===== src/rtl/timebase_controller.sv =====
// -----------------------------------------------------------------------------
// timebase_controller
// Scope timebase and capture sequencer. Generates the ADC sample strobe and a
// square-wave sample clock at a runtime-selectable rate (divisor MIN_DIV << i).
// It also sequences one capture into sample RAM: arm, wait for trigger, write
// CAPTURE_DEPTH samples, then report done.
//
// Optional feature macro: PRETRIGGER_EN
//   Defined   : ARMED writes on every tick into a circular buffer. The trigger
//               is accepted only after CAPTURE_DEPTH/2 ARMED writes.
//               CAPTURE then writes CAPTURE_DEPTH/2 - 1 further samples.
//   Undefined : no writes in ARMED. The trigger sample is the first write.
//
// Ports
//   i_clock          system clock
//   i_reset_n        asynchronous active-low reset
//   i_rate_up        pulse: request the next slower timebase
//   i_rate_down      pulse: request the next faster timebase
//   i_arm            pulse: start a capture (honoured in IDLE/DONE only)
//   i_trigger        trigger detector, sampled on sample ticks in ARMED only
//   o_sample_tick    one-cycle sample enable
//   o_sample_clock   square-wave ADC clock
//   o_rate_index     active timebase index
//   o_sample_addr    RAM write address
//   o_capture_we     RAM write enable (only ever high with o_sample_tick)
//   o_busy           high in ARMED or CAPTURE
//   o_done           capture complete
//   o_trigger_addr   RAM address of the trigger sample
//
// Assumes MIN_DIV >= 2 and CAPTURE_DEPTH >= 4 (power of two).
// -----------------------------------------------------------------------------
module timebase_controller #(
    parameter int unsigned MIN_DIV       = 50,
    parameter int unsigned NUM_RATES     = 8,
    parameter int unsigned DIV_WIDTH     = 16,
    parameter int unsigned CAPTURE_DEPTH = 1024,
    parameter int unsigned ADDR_WIDTH    = 10
) (
    input  logic                  i_clock,
    input  logic                  i_reset_n,
    input  logic                  i_rate_up,
    input  logic                  i_rate_down,
    input  logic                  i_arm,
    input  logic                  i_trigger,
    output logic                  o_sample_tick,
    output logic                  o_sample_clock,
    output logic [2:0]            o_rate_index,
    output logic [ADDR_WIDTH-1:0] o_sample_addr,
    output logic                  o_capture_we,
    output logic                  o_busy,
    output logic                  o_done,
    output logic [ADDR_WIDTH-1:0] o_trigger_addr
);

    localparam int unsigned RATE_W = 3;
    localparam int unsigned CNT_W  = ADDR_WIDTH + 1;
    localparam logic [RATE_W-1:0] RATE_MAX = RATE_W'(NUM_RATES - 1);

`ifdef PRETRIGGER_EN
    // Writes in CAPTURE, counting the trigger write itself.
    localparam int unsigned POST_WRITES = CAPTURE_DEPTH / 2;
    // Pre-trigger writes required before a trigger is accepted.
    localparam int unsigned ARM_FILL    = CAPTURE_DEPTH / 2;
`else
    localparam int unsigned POST_WRITES = CAPTURE_DEPTH;
`endif

    typedef enum logic [1:0] {
        S_IDLE    = 2'd0,
        S_ARMED   = 2'd1,
        S_CAPTURE = 2'd2,
        S_DONE    = 2'd3
    } state_t;

    typedef enum logic [1:0] {
        P_NONE = 2'd0,
        P_UP   = 2'd1,
        P_DOWN = 2'd2
    } pend_t;

    // Timebase registers
    logic [DIV_WIDTH-1:0]  r_count;
    logic [RATE_W-1:0]     r_rate_index;
    pend_t                 r_pend;
    logic                  r_sample_tick;
    logic                  r_sample_clock;

    // Capture registers
    state_t                r_state;
    logic [ADDR_WIDTH-1:0] r_sample_addr;
    logic [ADDR_WIDTH-1:0] r_trigger_addr;
    logic                  r_capture_we;
    logic                  r_busy;
    logic                  r_done;
    logic [CNT_W-1:0]      r_wr_cnt;

    // Timebase wires
    logic [DIV_WIDTH-1:0]  w_div;
    logic [DIV_WIDTH-1:0]  w_half;
    logic                  w_wrap;
    logic                  w_rate_ok;

    // Next-state wires
    state_t                w_state_nxt;
    logic [ADDR_WIDTH-1:0] w_addr_nxt;
    logic [ADDR_WIDTH-1:0] w_taddr_nxt;
    logic                  w_we_nxt;
    logic                  w_busy_nxt;
    logic                  w_done_nxt;
    logic [CNT_W-1:0]      w_wr_cnt_nxt;

    // Divisor for the active rate; w_wrap marks the last count of a period,
    // i.e. the cycle whose closing edge raises o_sample_tick.
    assign w_div     = DIV_WIDTH'(MIN_DIV) << r_rate_index;
    assign w_half    = w_div >> 1;
    assign w_wrap    = (r_count == (w_div - DIV_WIDTH'(1)));
    assign w_rate_ok = (r_state == S_IDLE) || (r_state == S_DONE);

    // Period counter, tick and ADC clock
    always_ff @(posedge i_clock or negedge i_reset_n) begin
        if (!i_reset_n) begin
            r_count        <= '0;
            r_sample_tick  <= 1'b0;
            r_sample_clock <= 1'b0;
        end else begin
            r_count        <= w_wrap ? '0 : (r_count + DIV_WIDTH'(1));
            r_sample_tick  <= w_wrap;
            r_sample_clock <= (r_count < w_half);
        end
    end

    // Rate request capture and application. The request is applied on a wrap
    // edge, so the new divisor starts with a fresh count of 0 (no runt period).
    // A request arriving on the apply edge becomes the next pending one.
    always_ff @(posedge i_clock or negedge i_reset_n) begin
        if (!i_reset_n) begin
            r_pend       <= P_NONE;
            r_rate_index <= '0;
        end else begin
            if (i_rate_up && !i_rate_down) begin
                r_pend <= P_UP;
            end else if (i_rate_down && !i_rate_up) begin
                r_pend <= P_DOWN;
            end else if (w_wrap && w_rate_ok) begin
                r_pend <= P_NONE;
            end

            if (w_wrap && w_rate_ok) begin
                if ((r_pend == P_UP) && (r_rate_index != RATE_MAX)) begin
                    r_rate_index <= r_rate_index + RATE_W'(1);
                end else if ((r_pend == P_DOWN) && (r_rate_index != '0)) begin
                    r_rate_index <= r_rate_index - RATE_W'(1);
                end
            end
        end
    end

    // Capture FSM state and registered outputs
    always_ff @(posedge i_clock or negedge i_reset_n) begin
        if (!i_reset_n) begin
            r_state        <= S_IDLE;
            r_sample_addr  <= '0;
            r_trigger_addr <= '0;
            r_capture_we   <= 1'b0;
            r_busy         <= 1'b0;
            r_done         <= 1'b0;
            r_wr_cnt       <= '0;
        end else begin
            r_state        <= w_state_nxt;
            r_sample_addr  <= w_addr_nxt;
            r_trigger_addr <= w_taddr_nxt;
            r_capture_we   <= w_we_nxt;
            r_busy         <= w_busy_nxt;
            r_done         <= w_done_nxt;
            r_wr_cnt       <= w_wr_cnt_nxt;
        end
    end

    // Capture FSM next state. Write decisions use w_wrap so that capture_we is
    // registered on the same edge as sample_tick; the address advances on the
    // edge after a write so the RAM sees a stable address during the write.
    always_comb begin
        w_state_nxt  = r_state;
        w_addr_nxt   = r_sample_addr;
        w_taddr_nxt  = r_trigger_addr;
        w_we_nxt     = 1'b0;
        w_done_nxt   = r_done;
        w_wr_cnt_nxt = r_wr_cnt;

        if (r_capture_we) begin
            w_addr_nxt = r_sample_addr + ADDR_WIDTH'(1);
        end

        case (r_state)
            S_IDLE: begin
                if (i_arm) begin
                    w_state_nxt  = S_ARMED;
                    w_addr_nxt   = '0;
                    w_done_nxt   = 1'b0;
                    w_wr_cnt_nxt = '0;
                end
            end

            S_ARMED: begin
                if (w_wrap) begin
`ifdef PRETRIGGER_EN
                    w_we_nxt = 1'b1;
                    if (i_trigger && (r_wr_cnt == CNT_W'(ARM_FILL))) begin
                        w_taddr_nxt  = r_sample_addr;
                        w_wr_cnt_nxt = CNT_W'(1);
                        w_state_nxt  = S_CAPTURE;
                    end else if (r_wr_cnt != CNT_W'(ARM_FILL)) begin
                        w_wr_cnt_nxt = r_wr_cnt + CNT_W'(1);
                    end
`else
                    if (i_trigger) begin
                        w_we_nxt     = 1'b1;
                        w_taddr_nxt  = r_sample_addr;
                        w_wr_cnt_nxt = CNT_W'(1);
                        w_state_nxt  = S_CAPTURE;
                    end
`endif
                end
            end

            S_CAPTURE: begin
                if (w_wrap) begin
                    w_we_nxt     = 1'b1;
                    w_wr_cnt_nxt = r_wr_cnt + CNT_W'(1);
                    if ((r_wr_cnt + CNT_W'(1)) == CNT_W'(POST_WRITES)) begin
                        w_state_nxt = S_DONE;
                        w_done_nxt  = 1'b1;
                    end
                end
            end

            S_DONE: begin
                if (i_arm) begin
                    w_state_nxt  = S_ARMED;
                    w_addr_nxt   = '0;
                    w_done_nxt   = 1'b0;
                    w_wr_cnt_nxt = '0;
                end
            end

            default: begin
                w_state_nxt = S_IDLE;
            end
        endcase

        w_busy_nxt = (w_state_nxt == S_ARMED) || (w_state_nxt == S_CAPTURE);
    end

    assign o_sample_tick  = r_sample_tick;
    assign o_sample_clock = r_sample_clock;
    assign o_rate_index   = r_rate_index;
    assign o_sample_addr  = r_sample_addr;
    assign o_capture_we   = r_capture_we;
    assign o_busy         = r_busy;
    assign o_done         = r_done;
    assign o_trigger_addr = r_trigger_addr;

endmodule


===== config.mk =====
export PLATFORM = sky130hd
export DESIGN_NAME = timebase_controller
export DESIGN_NICKNAME = d
export VERILOG_FILES = /design/src/rtl/timebase_controller.sv
export SDC_FILE = /design/constraint.sdc
export NUM_CORES = 1
export LEC_CHECK = 0
export CORE_MARGIN = 2
export CORE_UTILIZATION = 47
export CTS_CLUSTER_DIAMETER = 80
export DETAILED_ROUTE_END_ITERATION = 8
export GPL_TIMING_DRIVEN = 0
export PLACE_DENSITY = 0.78
export SLEW_MARGIN = 5
export SYNTH_ARGS = -nofsm -noshare
export SYNTH_HDL_FRONTEND = slang
export SYNTH_SLANG_ARGS = --single-unit

===== constraint.sdc =====
create_clock -name i_clock -period 4.1 [get_ports i_clock]
set_clock_uncertainty 0.2 [all_clocks]
set_input_delay 0.82 -clock i_clock [delete_from_list [all_inputs] [get_ports i_clock]]
set_output_delay 0.82 -clock i_clock [all_outputs]
set_load 0.005 [all_outputs]

After elaboration in Yosys (flattened, before gate mapping)
Cells that the tools add are included.
Word-level totals
  bits in registers: 59
  latch bits: 0
  memory bits (writable): 0
  memory bits (read-only): 0
  input port bits: 6
  memories: 0
Operators by class
  $add $sub $neg: 6
  multiply operators: 0
  divide/modulo/power cells: 0
  magnitude comparators: 1
  eq/ne operators: 15
  shift operators: 1
  muxes and demuxes: 28
  bitwise operators: 0
  reductions and logical operators: 19
Operators by type and width (count)
  11-bit 2-to-1 mux: 4
  11-bit case mux with 3 select lines: 1
  10-bit 2-to-1 mux: 3
  16-bit by 1-bit adder with 16-bit output (second input constant): 1
  16-bit == test: 1
  16-bit by 15-bit less-than comparator with 1-bit output: 1
  16-bit 2-to-1 mux: 1
  2-bit 2-to-1 mux: 8
  6-bit by 3-bit left shift with 16-bit output (first input constant): 1
  16-bit by 1-bit subtractor with 16-bit output (second input constant): 1
  11-bit by 1-bit adder with 11-bit output (second input constant): 1
  11-bit == test (second input constant): 1
  10-bit by 1-bit adder with 10-bit output (second input constant): 1
  2-bit == test (second input constant): 4
  2-bit inequality test (second input constant): 4
  4-bit AND reduction: 2
  2-bit by 1-bit == test with 1-bit output (second input constant): 3
  1-bit 2-to-1 mux: 6
  3-bit 2-to-1 mux: 2
  2-bit case mux with 3 select lines: 1
  3-bit nonzero test: 2
  1-bit logical AND: 5
  1-bit case mux with 2 select lines: 2
  2-bit nonzero test: 2
  other kinds (10): 12

Longest topological paths before layout
Gate-level depths: netlist of the first run.
  depth in word-level cells: 7
  depth in mapped cells: 14

Least setup slack after synthesis of the first run
Ideal clock, no wire load.
  kind: reg-to-reg
  start point: register r_rate_index[1] (netlist: o_rate_index[1])
  end point: register r_wr_cnt[0]
  setup time: 127 ps
  arrival time: 3454 ps
  required time: 3773 ps
  setup slack: 319 ps
  stages on the path, launching flop included: 15
  buffers on the path: 3
  period minus slack after synthesis: 3781 ps
  path through: dfrtp_1 clkbuf_1 inv_1 ha_1 clkbuf_1 nand2b_1 ha_1 nor3b_1 nand4b_1 xnor3_1 nand4_1 nor4b_4 o22a_1 buf_6 mux2_1
Between the ends
  word-level cells in the longest chain between the ends: 5
RTL lines
  start: declaration: RTL line 83  | logic [RATE_W-1:0] r_rate_index;
  start signal: assignment: RTL line 150  | r_rate_index <= r_rate_index + RATE_W'(1);
  start signal: assignment: RTL line 152  | r_rate_index <= r_rate_index - RATE_W'(1);
  6-bit by 3-bit left shift with 16-bit output *: RTL line 114  | assign w_div = DIV_WIDTH'(MIN_DIV) << r_rate_index;
  16-bit by 1-bit subtractor with 16-bit output *: RTL line 116  | assign w_wrap = (r_count == (w_div - DIV_WIDTH'(1)));
  16-bit == test *: RTL line 116
  via w_wrap: RTL line 100  | logic w_wrap;
  2-bit inequality test (no line)
  4-bit AND reduction (no line) *
  end signal: assignment: RTL line 175  | r_wr_cnt <= w_wr_cnt_nxt;
  end: declaration: RTL line 95  | logic [CNT_W-1:0] r_wr_cnt;
Mark *: on every way through the listed nets, which the timed path passes. The rest lies on a longest branch.
A chain may end at the register's enable or synchronous reset.

Worst setup path after layout of the first run
  start point: register r_rate_index[1] (netlist: o_rate_index[1])
  end point: register r_trigger_addr[1] (netlist: o_trigger_addr[1])
Between the ends
  word-level cells in the longest chain between the ends: 4
RTL lines
  6-bit by 3-bit left shift with 16-bit output: RTL line 114
  16-bit by 1-bit subtractor with 16-bit output: RTL line 116
  16-bit == test: RTL line 116
  3-bit AND reduction (no line)
  end signal: assignment: RTL line 171  | r_trigger_addr <= w_taddr_nxt;
  end: declaration: RTL line 91  | logic [ADDR_WIDTH-1:0] r_trigger_addr;
Every way passes these cells.

==> results.yml, run 1 <==
sta:
  fin_crit_sh_pct: 95.0
  slew_viol_final: 0
  period_needed_ns: 3.90
  setup_viol: 0
  max-slew-margin-rel_pct: 47.8
  worst_slew_pin_slew_ns: 0.783
  hold_violations: 0
  fin_ws_ns: 0.204
  fmax_ghz: 0.257
synthesis:
  synth-async-reset-ratio_pct: 100
  synth_flop_cell: "dfrtp_1"
  synth_commonest_cells: "dfrtp_1, nor2_1, nand2_1"
  synth-seq-area-share_pct: 37.3
  syn_inst: 422
  ys_warn_count: 0
  synthAdderAreaFrac_pct: 7.78
  synth_area_mm2: 0.00396
  ys_ff_latch: 59
  syn_area_per_cell_um2: 9.38
  yosys.area.top_type: "dfrtp_1"
  ys_top_cells_by_area: "dfrtp_1, ha_1, xnor2_1, nor2_1, nand2_1"
  synthMuxAreaShare_pct: 5.75
  synthSimpleGateAreaFrac_pct: 23.2
  synth-edff-count: 0
  synth.most_common_cell: "dfrtp_1"
  synth_nets: 452
  synth_top_family_by_area: "simple AND/OR/NAND/NOR gates"
  yosysTopAreaCellShare_pct: 37.3
  synth-compound-area-share_pct: 11.9
  synth_xor_area_share_pct: 9.48
  ys_types: 65
global_route:
  grt_pass1_vias: 3214
  grt_start_max_net_pins: 60
  grt_overflow: 0
  use_met3_pct: 3.60
  grt_use_met1_pct: 29.1
  track_usage_pct: 21.5
  antenna_found_initial: 0
  grt_busiest_layer: "met2"
  grt_pass1_wl_um: 15400
  use_met2_pct: 35.5
layout:
  final_core_util_pct: 57.5
  layout.nets: 499
  syn_to_final_growth_pct: 18.7
  diodes: 0
  layout-drive-gt1-share_pct: 12.3
  fin_cells: 578
critical_path:
  crit_chain: "clkbuf_4 > inv_1 > ha_1 > clkbuf_4 > nand2b_1 > ha_2 > xor2_1 > nand3_1 > nor4_1 > nand4_1 > nor3_4 > nand3_2 > buf_4 > mux2_1"
  crit_family: "simple AND/OR/NAND/NOR gates"
  crit_fanout: 10
  crit_type: "reg2reg"
  r2r_end: "o_trigger_addr[1]$_DFFE_PN0P_"
  cp-startpoint: "o_rate_index[1]$_DFFE_PN0P_"
  endpoint_kind: "register"
  slowest_stage: "dfrtp_2"
  setup.worst_path.start_class: "register"
  critPathCapture: "o_trigger_addr[1]$_DFFE_PN0P_"
  reg2reg_slack_ns: 0.20
  reg2reg_depth: 14
  cp.depth: 14
  cp_num_buf_inv: 4
  cp_common_cell: "clkbuf_4"
  cp.required_ns: 4.12
  cp_slowest_stage_delay_ns: 0.46
  arrival_ns: 3.91
  reg2reg_from: "o_rate_index[1]$_DFFE_PN0P_"
routing:
  drt_wl_total_um: 9090
  wl_per_cell_um: 15.7
  drt_iter0_markers: 125
  ant_nets: 0
  drc_errors: 0
  num_vias: 3255
  avgViaCountPerCell: 5.63
  dr.pass1.iters: 4
floorplan:
  fp.dieW_um: 95.8
  io_pins: 34
  std_cell_rows: 33
  die_y_um: 95.8
  coreArea_mm2: 0.00818
  initial_core_util_pct: 48.4
  fp.dieArea_mm2: 0.00917
placement:
  place_ws_ns: -0.545
  numPlacedInstances: 560
  port_buffers: 33
  dpl.hpwl_um: 6410
  gp_congestion: 0.919
pwr:
  peakVddDrop_mv: 0.214
  leakage_nw: 2.00
  power_density_mw_per_mm2: 264
cts:
  cts_root_buf: "clkbuf_8"
  clock_path_buffers: 2
  cts_sinks: 59
  cts_buffers: 9
  clk_pin_slew_ns: 0.07
  cts_max_level: 3
  tritoncts: "built"
  insertion_delay_ns: 0.34
  cts_hold_buf: 0
status:
  status: "finished, final reports clean"
min_path:
  worstHoldStart: "r_count[15]$_DFF_PN0_"
  min_path_type: "reg2reg"
run:
  maxCapViolations: 0
registers in the layout, summed over array words and instances (netlist names), 2 cells and up:
signal / cells
o_rate_index: 3
r_pend: 2
o_sample_addr: 10
r_wr_cnt: 11
o_trigger_addr: 10
r_count: 16
r_state: 2
how the worst min path moves through the flow:
stage / endpoint / slack, ns / depth (start not counted)
2_1_floorplan: r_count[15]$_DFF_PN0_ / 0.25 / 1
3_3_place_gp: r_count[15]$_DFF_PN0_ / 0.26 / 1
3_5_place_dp: r_count[14]$_DFF_PN0_ / 0.28 / 1
4_1_cts: r_count[14]$_DFF_PN0_ / 0.30 / 1
5_1_grt: r_count[14]$_DFF_PN0_ / 0.31 / 1
6_report: r_count[15]$_DFF_PN0_ / 0.29 / 1
through the flow:
step	TNS [ns]	hold slack (ns)	area [um2]	total power [mW]
after global routing	-0.0646	0.310	4700	1.28
after CTS	0	0.296	4650	1.25
after global placement	-6.99	0.262	4420	0.644
after floorplan	0	0.246	3960	0.623
after detailed placement	-10.94	0.284	4420	0.646
final	0	0.292	4700	1.24
cell families after synthesis:
logic type	after synthesis
fa+ha+maj	24
flops	59
simple gates	168
compound gates	70
buf+inv	42
mux	21
xor+xnor	38
worst reg2reg max path: stages, from the launching register on:
cell      delay, ns
dfrtp_2        0.46
clkbuf_4       0.22
inv_1          0.12
ha_1           0.17
clkbuf_4       0.21
nand2b_1       0.12
ha_2           0.33
xor2_1         0.15
nand3_1        0.16
nor4_1         0.34
nand4_1        0.26
nor3_4         0.38
nand3_2        0.13
buf_4          0.21
mux2_1         0.32
per-layer routing:
| layer | vias up | part of all wire (%) |
|---|---|---|
| met3 | 9 | 3.2 |
| met4 | 0 | 1.3 |
| met1 | 1583 | 47 |
| met2 | 67 | 48 |
| li1 | 1596 | - |
| met5 | - | 0 |
layout make-up:
class | count | area (um2)
fill | 727 | 3480
multi-input combinational | 321 | 2320
sequential | 59 | 1480
timing repair buffer | 37 | 358
clock buffer | 11 | 151
tap | 105 | 131
buffer | 20 | 108
inverter | 21 | 78.8
clock inverter | 4 | 73.8
cells in the final DEF (no fill, tap or decap), types with 9 or more instances in the layout:
master,n
clkbuf_8,11
inv_1,21
nor2b_1,9
mux2_2,10
ha_1,22
nand2_1,35
clkbuf_1,9
nor2_1,39
xor2_1,14
a21oi_1,13
o21ai_0,15
clkdlybuf4s50_1,32
dfrtp_1,58
a31oi_1,13
nand3_1,17
xnor2_1,20
power breakdown:
part	internal, mW	switching, mW	leakage (nW)	total, mW
sequential	0.585	0.00196	0.739	0.587
combinational	0.0201	0.0275	1.14	0.0476
clock	0.372	0.233	0.115	0.605
total	0.978	0.263	2.00	1.24
what timing repair did:
item / CTS / global route
resized for setup: 3 / 8
endpoints found under the setup margin: 43 / 40
pin swaps: 1 / 2
buffers inserted: 1 / 3
Power figures use the tool's default switching activity.
==> run 2: changes to the inputs <==
SLEW_MARGIN = unset   (was 5)
==> run 2 against run 1 <==
  * Worst setup slack better by 0.060 ns
  * Critical path depth stayed put
  * Total power is 0.14% higher
  * Global-route usage is 0.063 points higher
  * Combinational power is 3% higher
  * Routed wire length is 0.89% lower
  * Critical path type unchanged
==> results.yml, run 2 (synthesis gave the netlist of run 1 again) <==
sta:
  hold_violations: 0
  tns_ns: 0
  slew_viol_final: 0
  worst_slew_pin_slew_ns: 0.681
  period_needed_ns: 3.84
  max-slew-margin-rel_pct: 54.6
  fin_crit_sh_pct: 93.5
  fin_ws_ns: 0.265
  fmax_ghz: 0.261
  setup_viol: 0
critical_path:
  r2r_end: "r_wr_cnt[0]$_DFFE_PN0P_"
  reg2reg_slack_ns: 0.26
  endpoint_kind: "register"
  reg2reg_depth: 14
  arrival_ns: 3.85
  crit_chain: "buf_6 > clkbuf_4 > clkbuf_4 > clkbuf_4 > nand2b_1 > ha_2 > nor3b_4 > nand4b_1 > xnor3_1 > nand4_1 > nor4b_4 > o22a_1 > buf_6 > mux2_1"
  cp_slowest_stage_delay_ns: 0.40
  slowest_stage: "nor4b_4"
  crit_type: "reg2reg"
  setup.worst_path.start_class: "register"
  cp_common_cell: "clkbuf_4"
  crit_fanout: 10
  cp.required_ns: 4.12
  reg2reg_from: "o_rate_index[2]$_DFFE_PN0P_"
layout:
  fin_cells: 581
  largest_reg_flops: 16
  layout_common_cells: "dfrtp_1, nor2_1, nand2_1"
  syn_to_final_growth_pct: 20.1
  diodes: 0
  layout.nets: 502
  largest_register: "r_count"
  final_core_util_pct: 58.2
  mostFrequentLayoutCell: "dfrtp_1"
  reg_top3: "r_count: 16 flops, r_wr_cnt: 11 flops"
  layout-drive-gt1-share_pct: 13.7
cts:
  cts_sinks: 59
  cts_buffers: 9
  insertion_delay_ns: 0.34
  tritoncts: "built"
  clock_path_buffers: 2
  clk_pin_slew_ns: 0.07
  cts_max_level: 3
  cts_root_buf: "clkbuf_8"
pwr:
  power_mw: 1.24
  p_comb_share_pct: 3.9
  intPower_uw: 979
  power_frac_clock_pct: 48.8
  leakage_nw: 2.02
  p_sw_uw: 263
  peakVddDrop_mv: 0.226
  p_seq_share_pct: 47.3
  switching_share_pct: 21.2
  power_density_mw_per_mm2: 261
floorplan:
  io_pins: 34
  fp.dieArea_mm2: 0.00917
  fp.dieW_um: 95.8
  initial_core_util_pct: 48.4
  coreArea_mm2: 0.00818
  die_y_um: 95.8
  std_cell_rows: 33
placement:
  gp_congestion: 0.919
  place_ws_ns: -0.516
  numPlacedInstances: 561
  dpl.hpwl_um: 6530
  port_buffers: 33
routing:
  drt_wl_total_um: 9010
  wl_per_cell_um: 15.5
  drc_errors: 0
  drt_iter0_markers: 119
  num_vias: 3255
  avgViaCountPerCell: 5.60
  ant_nets: 0
  dr.pass1.iters: 4
global_route:
  antenna_found_initial: 0
  grt_start_max_net_pins: 33
  track_usage_pct: 21.6
  grt_overflow: 0
  grt_pass1_wl_um: 15400
  grt_pass1_vias: 3212
min_path:
  worstHoldStart: "r_count[15]$_DFF_PN0_"
  min_path_type: "reg2reg"
  min_delay_path_depth: 1
  min_to: "r_count[15]$_DFF_PN0_"
run:
  maxCapViolations: 0
status:
  status: "finished, final reports clean"
-- run 2: cell count changes in the layout (fill, tap and decap cells not counted), sizes merged --
cell    before  now
clkbuf      22   25
-- run 2: layout make-up --
class                      count  area (um2)
timing repair buffer          39         383
tap                          105         131
multi-input combinational    321        2340
inverter                      21        78.8
clock inverter                 4        73.8
fill                         724        3420
sequential                    59        1480
buffer                        21         119
clock buffer                  11         151
-- run 2: power groups by stage --
stage	clock network (mW)	logic, mW	registers, mW
floorplan	0	0.0251	0.598
finish	0.606	0.0489	0.587
CTS	0.618	0.0507	0.587
detailed placement	0	0.0506	0.598
global route	0.642	0.0560	0.587
global placement	0	0.0466	0.598
-- run 2: timing repair --
| item | CTS | global route |
|---|---|---|
| hold buffers | 0 | 0 |
| gates resized for setup | 3 | 16 |
| pin swaps | 2 | 3 |
| endpoints found under the setup margin | 43 | 41 |
| gates cloned | 0 | 0 |
| buffers inserted | 3 | 2 |
-- run 2: worst max-delay path by stage --
stage	cells past startpoint	end	from	slack (ns)
5_1_grt	14	r_wr_cnt[0]$_DFFE_PN0P_	o_rate_index[1]$_DFFE_PN0P_	-0.008
2_1_floorplan	14	r_wr_cnt[0]$_DFFE_PN0P_	o_rate_index[1]$_DFFE_PN0P_	0.32
3_3_place_gp	14	r_wr_cnt[0]$_DFFE_PN0P_	o_rate_index[1]$_DFFE_PN0P_	-0.46
6_report	14	r_wr_cnt[0]$_DFFE_PN0P_	o_rate_index[2]$_DFFE_PN0P_	0.26
4_1_cts	14	r_count[11]$_DFF_PN0_	o_rate_index[2]$_DFFE_PN0P_	0.11
3_5_place_dp	14	r_wr_cnt[0]$_DFFE_PN0P_	o_rate_index[1]$_DFFE_PN0P_	-0.52
-- run 2: worst max-delay path: cells and delay by family, from the launching register on --
| family | cells | cell delay (ns) |
|---|---|---|
| compound gates | 1 | 0.18 |
| xor+xnor | 1 | 0.27 |
| fa+ha+maj | 1 | 0.25 |
| buf+inv | 5 | 0.95 |
| flops | 1 | 0.37 |
| mux | 1 | 0.33 |
| simple gates | 5 | 1.18 |
-- run 2: metal layers --
layer | global-route usage [%] | part of all wire (%)
met1 | 29.0 | 47
met2 | 34.8 | 49
met3 | 3.99 | 2.9
met4 | 7.98 | 1.9
met5 | 0 | 0
-- run 2: stage by stage --
stage | cell area (um2) | hold WS [ns]
6_report | 4750 | 0.288
4_1_cts | 4690 | 0.297
5_1_grt | 4750 | 0.310
2_1_floorplan | 3960 | 0.246
3_5_place_dp | 4430 | 0.284
3_3_place_gp | 4420 | 0.262
